==> config.mk <==
export PLATFORM = sky130hd
export DESIGN_NAME = ex_mem_stage
export DESIGN_NICKNAME = d
export VERILOG_FILES = /design/src/rtl/ex_mem_stage.sv
export SDC_FILE = /design/constraint.sdc
export NUM_CORES = 1
export LEC_CHECK = 0
export ABC_CLOCK_PERIOD_IN_PS = 2400
export CAP_MARGIN = 20
export CORE_ASPECT_RATIO = 0.5
export CORE_MARGIN = 2
export CORE_UTILIZATION = 35
export CTS_CLUSTER_DIAMETER = 40
export DETAILED_ROUTE_END_ITERATION = 8
export HOLD_SLACK_MARGIN = 0.12
export SYNTH_ARGS = -nofsm -noshare
export SYNTH_HDL_FRONTEND = slang
export SYNTH_SLANG_ARGS = --single-unit
==> constraint.sdc <==
create_clock -name clk -period 2.4 [get_ports clk]
set_input_delay 0.6 -clock clk [delete_from_list [all_inputs] [get_ports clk]]
set_output_delay 0.6 -clock clk [all_outputs]
set_load 0.02 [all_outputs]
==> src/rtl/ex_mem_stage.sv <==
// ex_mem_stage: EX->MEM register stage with a 2-entry skid buffer and branch redirect.
// Define EXMEM_FWD_EN to add the fwd_valid/fwd_rd/fwd_data bypass outputs.
module ex_mem_stage #(
  parameter int XLEN = 32,
  parameter int REG_ADDR_W = 5
) (
  input  logic                  clk,
  input  logic                  rst,
  input  logic                  flush,
  input  logic                  in_valid,
  output logic                  in_ready,
  input  logic [XLEN-1:0]       in_result,
  input  logic                  in_zero,
  input  logic [REG_ADDR_W-1:0] in_rd,
  input  logic                  in_reg_write,
  input  logic                  in_mem_read,
  input  logic                  in_mem_write,
  input  logic [XLEN-1:0]       in_store_data,
  input  logic                  in_branch,
  input  logic [XLEN-1:0]       in_br_target,
  output logic                  out_valid,
  input  logic                  out_ready,
  output logic [XLEN-1:0]       out_result,
  output logic [REG_ADDR_W-1:0] out_rd,
  output logic                  out_reg_write,
  output logic                  out_mem_read,
  output logic                  out_mem_write,
  output logic [XLEN-1:0]       out_store_data,
  output logic                  br_taken,
  output logic [XLEN-1:0]       br_target
`ifdef EXMEM_FWD_EN
  ,
  output logic                  fwd_valid,
  output logic [REG_ADDR_W-1:0] fwd_rd,
  output logic [XLEN-1:0]       fwd_data
`endif
);
  typedef struct packed {
    logic [XLEN-1:0]       result;
    logic [REG_ADDR_W-1:0] rd;
    logic                  reg_write;
    logic                  mem_read;
    logic                  mem_write;
    logic [XLEN-1:0]       store_data;
  } entry_t;
  entry_t main_q, skid_q, in_e;
  logic main_valid, skid_valid, accept, xfer, main_free, br_hit;
  assign in_e = {in_result, in_rd, in_reg_write, in_mem_read, in_mem_write, in_store_data};
  assign in_ready = !skid_valid;
  assign accept = in_valid & in_ready;
  assign xfer = main_valid & out_ready;
  assign main_free = !main_valid | xfer;
  assign br_hit = !flush & accept & in_branch & in_zero;
  assign out_valid = main_valid;
  assign out_result = main_q.result;
  assign out_rd = main_q.rd;
  assign out_reg_write = main_q.reg_write;
  assign out_mem_read = main_q.mem_read;
  assign out_mem_write = main_q.mem_write;
  assign out_store_data = main_q.store_data;
`ifdef EXMEM_FWD_EN
  assign fwd_valid = main_valid & main_q.reg_write & !main_q.mem_read & (main_q.rd != '0);
  assign fwd_rd = main_q.rd;
  assign fwd_data = main_q.result;
`endif
  // An accept while skid is full is impossible (in_ready=0), so skid always drains into main first.
  always_ff @(posedge clk) begin
    if (rst) begin
      main_q <= '0;
      skid_q <= '0;
      main_valid <= 1'b0;
      skid_valid <= 1'b0;
      br_taken <= 1'b0;
      br_target <= '0;
    end else begin
      br_taken <= br_hit;
      if (br_hit) br_target <= in_br_target;
      if (!flush && main_free && (skid_valid || accept)) main_q <= skid_valid ? skid_q : in_e;
      if (!flush && !main_free && accept) skid_q <= in_e;
      main_valid <= !flush && (main_free ? (skid_valid || accept) : 1'b1);
      skid_valid <= !flush && !main_free && (skid_valid || accept);
    end
  end
endmodule

==> results of run 1 <==
[final timing paths]
check,start,to,slack [ns],cells after the start
worst max-delay path,skid_valid$_SDFF_PP0_,in_ready,0.22,2
worst min-delay path,out_result[15]$_SDFFE_PP0P_,out_result[15]$_SDFFE_PP0P_,0.46,2
worst max register to register,skid_valid$_SDFF_PP0_,out_store_data[2]$_SDFFE_PP0P_,0.56,4
worst min register to register,out_result[15]$_SDFFE_PP0P_,out_result[15]$_SDFFE_PP0P_,0.46,2
[power by group]
group          leakage [nW]  switching [mW]  internal (mW)
Clock                 0.266            1.23           1.46
Sequential             1.46          0.0625           3.08
Combinational          2.00           0.493          0.538
[metal layers]
layer	GRT usage [%]	vias to the layer above	routed length [um]
met2	31.6	96	11500
li1	-	3475	-
met1	25.7	3411	11600
met5	0	-	0
met4	4.56	0	275
met3	4.31	18	740
[cells by family (layout without fill, tap and decap cells)]
| logic type | Yosys count | after routing | share of synthesized area (%) |
|---|---|---|---|
| and+or+nand+nor | 289 | 289 | 23.8 |
| AOI/OAI and AO/OA | 145 | 145 | 10.9 |
| DFF | 179 | 179 | 42.8 |
| muxes | 104 | 104 | 13.5 |
| buffers and inverters | 172 | 345 | 8.93 |
[cell type report]
cell class,count,area share [%]
clock buffers,20,3.94
flip-flops and latches,179,31.6
well taps,307,3.39
multi-input cells,538,35.8
clock inverters,12,0.960
repair buffers,240,21.9
inverters,73,2.42
[metrics by stage]
step	area (um2)	instances	hold WS (ns)	power (mW)	TNS, ns
after detailed placement	10800	1337	0.448	4.24	-0.0854
after CTS	11300	1369	0.459	6.93	0
after global routing	11300	1369	0.475	7.15	0
after floorplan	8370	889	0.446	3.72	0
final	11300	1369	0.456	6.86	0
after global placement	10800	1337	0.445	4.23	0
[worst max-delay path: stages, from the launching register on]
cell             delay, ns
dfxtp_4               0.54
inv_1                 0.07
clkdlybuf4s50_1       0.54
[layout by cell type (no fill, tap or decap)]
master	n
clkdlybuf4s50_1	215
dfxtp_1	178
nand2b_1	137
inv_1	73
nor4_1	73
mux2_2	72
a211oi_1	72
nand4b_1	72
o21ai_0	72
mux2i_1	32
clkbuf_16	17
buf_4	12
buf_12	11
clkinv_4	4
clkinvlp_4	3
clkinv_2	3
clkbuf_1	2
nor3b_2	1
and3_2	1
nor2_4	1
nor2b_4	1
or3_2	1
and2_2	1
nor2b_1	1
a211oi_2	1
bufinv_16	1
inv_4	1
clkbuf_8	1
buf_2	1
buf_6	1
dfxtp_4	1
[sequential cells by signal (all words and copies together), names as in the netlist]
name            count
out_mem_write       1
out_rd              5
out_reg_write       1
skid_q             72
br_taken            1
out_mem_read        1
skid_valid          1
br_target          32
out_store_data     32
out_valid           1
out_result         32
==> reports/results.ini, run 1 <==
[synthesis]
synth_edf_count = 0
synthFlopType = dfxtp_1
syn-num-nets = 1000
synthCells = 889
synth-seq-area-share_pct = 42.8
netlist.top_cell.by_area = dfxtp_1
yosysTopAreaCellShare_pct = 42.8
ys_top_cells_by_area = dfxtp_1 (43%), nand2b_1 (10%), mux2_2 (9.7%)
async_flop_share_pct = 0
ys_ff_latch = 179
synth.distinct_cells = 22
synth.cells.most_frequent = dfxtp_1 (179), nand2b_1 (137), clkbuf_1 (73), inv_1 (73), nor4_1 (73)
ys_warn_count = 0
netlist_area_um2 = 8370
avgSynthCellArea_um2 = 9.41
synth_most_common_cell = dfxtp_1

[timing]
period_needed_ns = 2.18
rsz0062_at_grt = false
maxSlewViolCount = 0
period_share_pct = 90.9
worst_slew_pin_slew_ns = 0.556
skew_ns = 0.00856
worst_slack_ns = 0.217
max_slew_margin_pct = 62.9
setup_violations = 0
finalHoldViolCount = 0
clock.fmax_ghz = 0.458

[cells_and_area]
fin_nets = 1160
num-fill-cells = 2142
n_antenna_cell = 0
final-seq-area_um2 = 3590
multi_input_area_um2 = 4060
area_growth_pct = 35.4
drive_gt1_share_pct = 12.7
postLayoutCoreUtil_pct = 49.0

[clock_tree]
numCtsBuffers = 17
ctsHoldBuffers = 0
cts_root_buf = clkbuf_16
clockBufferDepth = 2
clkSinkCount = 179
post-cts-setup-buffers = 0
clk_latency_ns = 0.43
tritoncts = built
clk_pin_slew_worst_paths_ns = 0.06
cts-resized-gates = 0
htree_levels = 4

[floorplan]
die_w_um = 223
dieArea_um2 = 25200
chipHeight_um = 113
row_count = 39
core_area_um2 = 23100
start_util_pct = 36.2
io_pins = 218

[place]
gp_congestion = 0.762
pre_cts_ws_ns = -0.0215
hpwl_um = 15500
io_buffers = 217

[worst_hold_path]
hp-class = flop to flop

[drt]
drt-wirelength-per-cell_um = 17.6
dr.first_iter.drc_count = 406
dr.pass1.iters = 4
drcViolationCount = 0
vias = 7000
detail-route-antenna-nets = 0
viasPerCell = 5.11
wirelength_um = 24100

[power_and_ir_drop]
vdd_ir_drop_max_v = 0.000493
p_per_area_nw_per_um2 = 605
p_leak_nw = 3.72

[worst_setup_path]
cp.required_ns = 1.80
crit_path_start_kind = flop
cp.arrival_ns = 1.58
crit_path_max_fanout = 19
critPathKind = flop to output port
cp-end-kind = output port

[global_routing]
track_usage_pct = 19.2
grt_pass1_vias = 6899
gr-total-overflow = 0
antenna_found_initial = 0
grt_pass1_wl_um = 38800
grt_max_degree = 75

[job]
cap_violations = 0

[run_status]
status = complete, no violations

Note: power is estimated with default switching activity, not from simulation.
==> run 2: changes to the inputs <==
Settings changed: CTS_CLUSTER_SIZE set to 40, GPL_TIMING_DRIVEN set to 0.
==> run 2 against run 1 <==
Global-route usage rose by 1.7 points. Largest power group unchanged. Largest cell class unchanged. Sequential power is essentially flat. Maximum frequency decreased by 3.4%. Highest routed layer unchanged. Flip-flop and latch count unchanged. Register-to-register slack worse by 0.02 ns.
==> reports/results.ini, run 2 (same netlist as run 1, synthesis figures left out) <==
[run_status]
status = complete, no violations

[clock_tree]
clk_pin_slew_worst_paths_ns = 0.06  ; about the same
cts_root_buf = clkbuf_16
clk_latency_ns = 0.44  ; about the same
post-cts-setup-buffers = 0  ; unchanged
clockBufferDepth = 2  ; unchanged
clkSinkCount = 179  ; unchanged
tritoncts = built
numCtsBuffers = 17  ; unchanged
htree_levels = 4  ; unchanged

[worst_setup_path]
critPathKind = primary input to flop
crit_path_max_fanout = 10  ; -9
cp.arrival_ns = 2.61  ; +1.03 ns
max_stage_delay_ns = 0.65  ; +0.11 ns
worst_path_max_delay_cell = clkbuf_1
path_buf_inv = 3  ; +1
worstPathCellList = clkdlybuf4s50_1 > clkbuf_1 > clkbuf_1 > nor4_1 > a211oi_1
cp-end-kind = flop
cp.required_ns = 2.75  ; +0.95 ns
crit_path_start_kind = primary input
path_delay_family = buffers and inverters
cpMostUsedCell = clkbuf_1

[drt]
dr.pass1.iters = 5  ; +1
drt-wirelength-per-cell_um = 18.2  ; +3.3%
wirelength_um = 26200  ; +8.6%
drcViolationCount = 0  ; unchanged
dr.first_iter.drc_count = 528  ; +30%
viasPerCell = 5.12  ; about the same
vias = 7370  ; +5.3%
detail-route-antenna-nets = 0  ; unchanged

[place]
dp_cells = 1412  ; +5.6%
placed_area_um2 = 10900  ; +1.3%
gp_congestion = 0.776  ; +1.7%
io_buffers = 216  ; -0.46%
pre_cts_ws_ns = -0.291  ; -0.270 ns
hpwl_um = 19400  ; +25%

[cells_and_area]
final_cell_mix = clkdlybuf4s50_1 (215), dfxtp_1 (179), nand2b_1 (137)
num-fill-cells = 2175  ; +1.5%
largest-register = skid_q
final_cells = 1440  ; +5.2%
area_growth_pct = 37.3
drive_gt1_share_pct = 10.9  ; -1.9 points
finalInstanceArea_um2 = 11500  ; +1.4%
final_common_cell = clkdlybuf4s50_1
largest_reg_flops = 72  ; unchanged
n_antenna_cell = 0  ; unchanged
fin_nets = 1234  ; +6.4%
postLayoutCoreUtil_pct = 49.7  ; +0.67 points

[worst_hold_path]
hp-class = flop to flop

[floorplan]
row_count = 39  ; unchanged
core_area_um2 = 23100  ; unchanged
io_pins = 218  ; unchanged
dieArea_um2 = 25200  ; unchanged
die_w_um = 223  ; unchanged
start_util_pct = 36.2  ; unchanged
chipHeight_um = 113  ; unchanged

[timing]
clock.fmax_ghz = 0.443  ; -3.4%
setup_violations = 0  ; unchanged
finalHoldViolCount = 0  ; unchanged
rsz0062_at_grt = false
maxSlewViolCount = 0  ; unchanged
period_share_pct = 94.2  ; +3.2 points
max_slew_margin_pct = 44.7  ; -18 points
skew_ns = 0.00767  ; -0.000890 ns
period_needed_ns = 2.26  ; +0.0769 ns
worst_slew_pin_slew_ns = 0.830  ; +0.273 ns
worst_slack_ns = 0.140  ; -0.0769 ns

[power_and_ir_drop]
p_per_area_nw_per_um2 = 614  ; +1.4%
vdd_ir_drop_max_v = 0.000496  ; +0.60%
p_leak_nw = 3.79  ; +1.8%

[global_routing]
gr-total-overflow = 0  ; unchanged
grt_pass1_wl_um = 41600  ; +7.0%
track_usage_pct = 20.9  ; +1.7 points
antenna_found_initial = 0  ; unchanged
grt_max_degree = 17  ; -77%
grt_pass1_vias = 7605  ; +10%

[job]
cap_violations = 0  ; unchanged

## run 2: per-layer routing
metal / wire [um] / GRT usage (%) / vias to the layer above
met5: 0 / 0 / -
met4: 455 / 6.85 / 0
met3: 799 / 3.53 / 37
met2: 12500 / 35.1 / 144
met1: 12400 / 27.5 / 3563
li1: - / - / 3626
## run 2: final timing paths
| check | end | slack (ns) | cells after the start | startpoint |
|---|---|---|---|---|
| min reg2reg | out_store_data[4]$_SDFFE_PP0P_ | 0.45 | 2 | out_store_data[4]$_SDFFE_PP0P_ |
| min | out_store_data[4]$_SDFFE_PP0P_ | 0.45 | 2 | out_store_data[4]$_SDFFE_PP0P_ |
| max | out_result[15]$_SDFFE_PP0P_ | 0.14 | 5 | flush |
| max reg2reg | skid_q[6]$_SDFFE_PP0P_ | 0.54 | 6 | out_valid$_SDFF_PP0_ |
## run 2: final cells by class
type                       count  area [um2]  area share (%)
buffer                        98         474            4.13
clock buffer                  23         468            4.07
clock inverter                 6         105           0.915
inverter                      73         274            2.39
multi-input combinational    538        4040            35.2
sequential                   179        3580            31.2
tap                          307         384            3.34
timing repair buffer         216        2160            18.8
## run 2: metrics by stage
step                power (mW)  hold WS (ns)  TNS, ns
global route              7.31         0.479        0
floorplan                 3.72         0.446        0
global placement          4.25         0.446   -25.37
CTS                       7.10         0.456        0
detailed placement        4.26         0.445   -32.52
finish                    7.05         0.453        0
## run 2: worst min-delay path: stages, from the launching register on
cell and delay, ns:
dfxtp_1 0.31, inv_1 0.05, a211oi_1 0.05
## run 2: power breakdown
| group | internal, mW | switching (mW) | total [mW] |
|---|---|---|---|
| registers | 3.08 | 0.0567 | 3.14 |
| logic | 0.542 | 0.523 | 1.06 |
| clock network | 1.67 | 1.18 | 2.85 |
## run 2: repair_timing
item / 4_1_cts / 5_1_grt
setup endpoints to repair: 1 / 3
hold endpoints to repair: 0 / 0
hold buffers: 0 / 0
gates resized for setup: 3 / 0
==> run 3: changes to the inputs <==
Settings changed: GPL_TIMING_DRIVEN 0 to not set, REMOVE_ABC_BUFFERS set to 1.
==> run 3 against run 2 <==
Sequential power about the same. Non-clock buffer count shrank 75. Flip-flop and latch count stayed put. Die area unchanged. First-iteration DRC count down 4.4%. Combinational power about the same. Critical path depth fell by 3. Final cell count shrank 5.0%. Highest routed layer unchanged.
==> reports/results.ini, run 3 (same netlist as run 1, synthesis figures left out) <==
[run_status]
status = complete, no violations

[worst_setup_path]
reg2reg_slack_ns = 0.64  ; +0.10 ns
crit_path_max_fanout = 18  ; +8
worstPathCellList = inv_1 > clkdlybuf4s50_1
startpoint = skid_valid$_SDFF_PP0_
cp.arrival_ns = 1.60  ; -1.01 ns
worst_path_max_delay_cell = dfxtp_4
timing.rr.end = out_result[2]$_SDFFE_PP0P_
max_stage_delay_ns = 0.54  ; -0.11 ns
reg2regPathDepth = 4  ; -2
r2r_start = skid_valid$_SDFF_PP0_
path_buf_inv = 2  ; -1
critPathKind = flop to output port
path_delay_family = buffers and inverters
crit_path_start_kind = flop
cp.required_ns = 1.80  ; -0.95 ns
cp-end-kind = output port

[drt]
viasPerCell = 5.21  ; +1.8%
drt-wirelength-per-cell_um = 17.5  ; -4.0%
dr.pass1.iters = 7  ; +2
wirelength_um = 23900  ; -8.8%
vias = 7126  ; -3.3%
dr.first_iter.drc_count = 505  ; -4.4%
detail-route-antenna-nets = 0  ; unchanged
drcViolationCount = 0  ; unchanged

[clock_tree]
clk_latency_ns = 0.44  ; about the same
ctsHoldBuffers = 0  ; unchanged
tritoncts = built
clk_pin_slew_worst_paths_ns = 0.07  ; about the same
cts-resized-gates = 0  ; -3
numCtsBuffers = 17  ; unchanged
post-cts-setup-buffers = 0  ; unchanged
clkSinkCount = 179  ; unchanged
clockBufferDepth = 2  ; unchanged
cts_root_buf = clkbuf_16
htree_levels = 4  ; unchanged

[floorplan]
chipHeight_um = 113  ; unchanged
io_pins = 218  ; unchanged
dieArea_um2 = 25200  ; unchanged
start_util_pct = 36.2  ; unchanged
row_count = 39  ; unchanged
die_w_um = 223  ; unchanged
core_area_um2 = 23100  ; unchanged

[timing]
period_needed_ns = 2.20  ; -0.0624 ns
worst_slew_pin_slew_ns = 0.685  ; -0.145 ns
period_share_pct = 91.6  ; -2.6 points
worst_slack_ns = 0.203  ; +0.0624 ns
finalHoldViolCount = 0  ; unchanged
max_slew_margin_pct = 54.4  ; +9.7 points
skew_ns = 0.00474  ; -0.00293 ns
rsz0062_at_grt = false
clock.fmax_ghz = 0.455  ; +2.8%
maxSlewViolCount = 0  ; unchanged
setup_violations = 0  ; unchanged

[cells_and_area]
final_cell_mix = clkdlybuf4s50_1 (215), dfxtp_1 (178), nand2b_1 (137)
finalInstanceArea_um2 = 11400  ; -1.2%
drive_gt1_share_pct = 12.5  ; +1.7 points
area_growth_pct = 35.7
fin_nets = 1159  ; -6.1%
largest-register = skid_q
n_antenna_cell = 0  ; unchanged
largest_reg_flops = 72  ; unchanged
postLayoutCoreUtil_pct = 49.1  ; -0.58 points
final_common_cell = clkdlybuf4s50_1

[power_and_ir_drop]
vdd_ir_drop_max_v = 0.000495  ; -0.18%
p_per_area_nw_per_um2 = 611  ; -0.43%
p_leak_nw = 3.74  ; -1.4%

[global_routing]
antenna_found_initial = 0  ; unchanged
track_usage_pct = 18.9  ; -2.0 points
grt_pass1_wl_um = 38000  ; -8.5%
grt_max_degree = 78  ; +61
grt_pass1_vias = 6959  ; -8.5%
gr-total-overflow = 0  ; unchanged

[worst_hold_path]
hp-class = flop to flop
holdPathStages = 2  ; unchanged
min-delay-start = out_result[16]$_SDFFE_PP0P_
min_to = out_result[16]$_SDFFE_PP0P_

[place]
gp_congestion = 0.783  ; +0.95%
placed_area_um2 = 10800  ; -1.2%
hpwl_um = 15000  ; -22%
pre_cts_ws_ns = -0.0765  ; +0.215 ns
io_buffers = 217  ; +0.46%

[job]
cap_violations = 0  ; unchanged

[run 3: where the power goes]
part | internal [mW] | switching (mW)
combinational | 0.539 | 0.498
sequential | 3.08 | 0.0635
clock | 1.58 | 1.18
total | 5.20 | 1.74
[run 3: layout make-up]
type | instances | area (um2)
flip-flops and latches | 179 | 3590
inverters | 73 | 274
fillers | 2159 | 11800
repair buffers | 239 | 2480
clock inverters | 10 | 106
well taps | 307 | 384
multi-input cells | 538 | 4060
clock buffers | 22 | 464
[run 3: stage by stage]
step	hold slack, ns	TNS [ns]	instances	power, mW
2_1_floorplan	0.445	-696.26	790	3.63
3_3_place_gp	0.447	-3.42	1336	4.24
3_5_place_dp	0.445	-4.04	1336	4.25
4_1_cts	0.458	0	1368	7.03
5_1_grt	0.481	0	1368	7.25
6_report	0.458	0	1368	6.94
[run 3: worst max-delay path by stage]
stage / end / cells after the start
CTS: in_ready / 2
floorplan: br_target[0]$_SDFFE_PP0P_ / 3
finish: in_ready / 2
global route: in_ready / 2
detailed placement: skid_q[55]$_SDFFE_PP0P_ / 6
global placement: skid_q[12]$_SDFFE_PP0P_ / 6
[run 3: metal layers]
metal / wire length [um] / track usage, %
met1: 11300 / 24.2
met2: 11400 / 31.9
met3: 799 / 3.77
met4: 386 / 6.40
met5: 0 / 0
[run 3: worst min-delay path, delay by kind of cell, from the launching register on]
family	cells	cell delay, ns
buffers and inverters	1	0.05
flip-flops	1	0.31
AO/OA/AOI/OAI	1	0.05
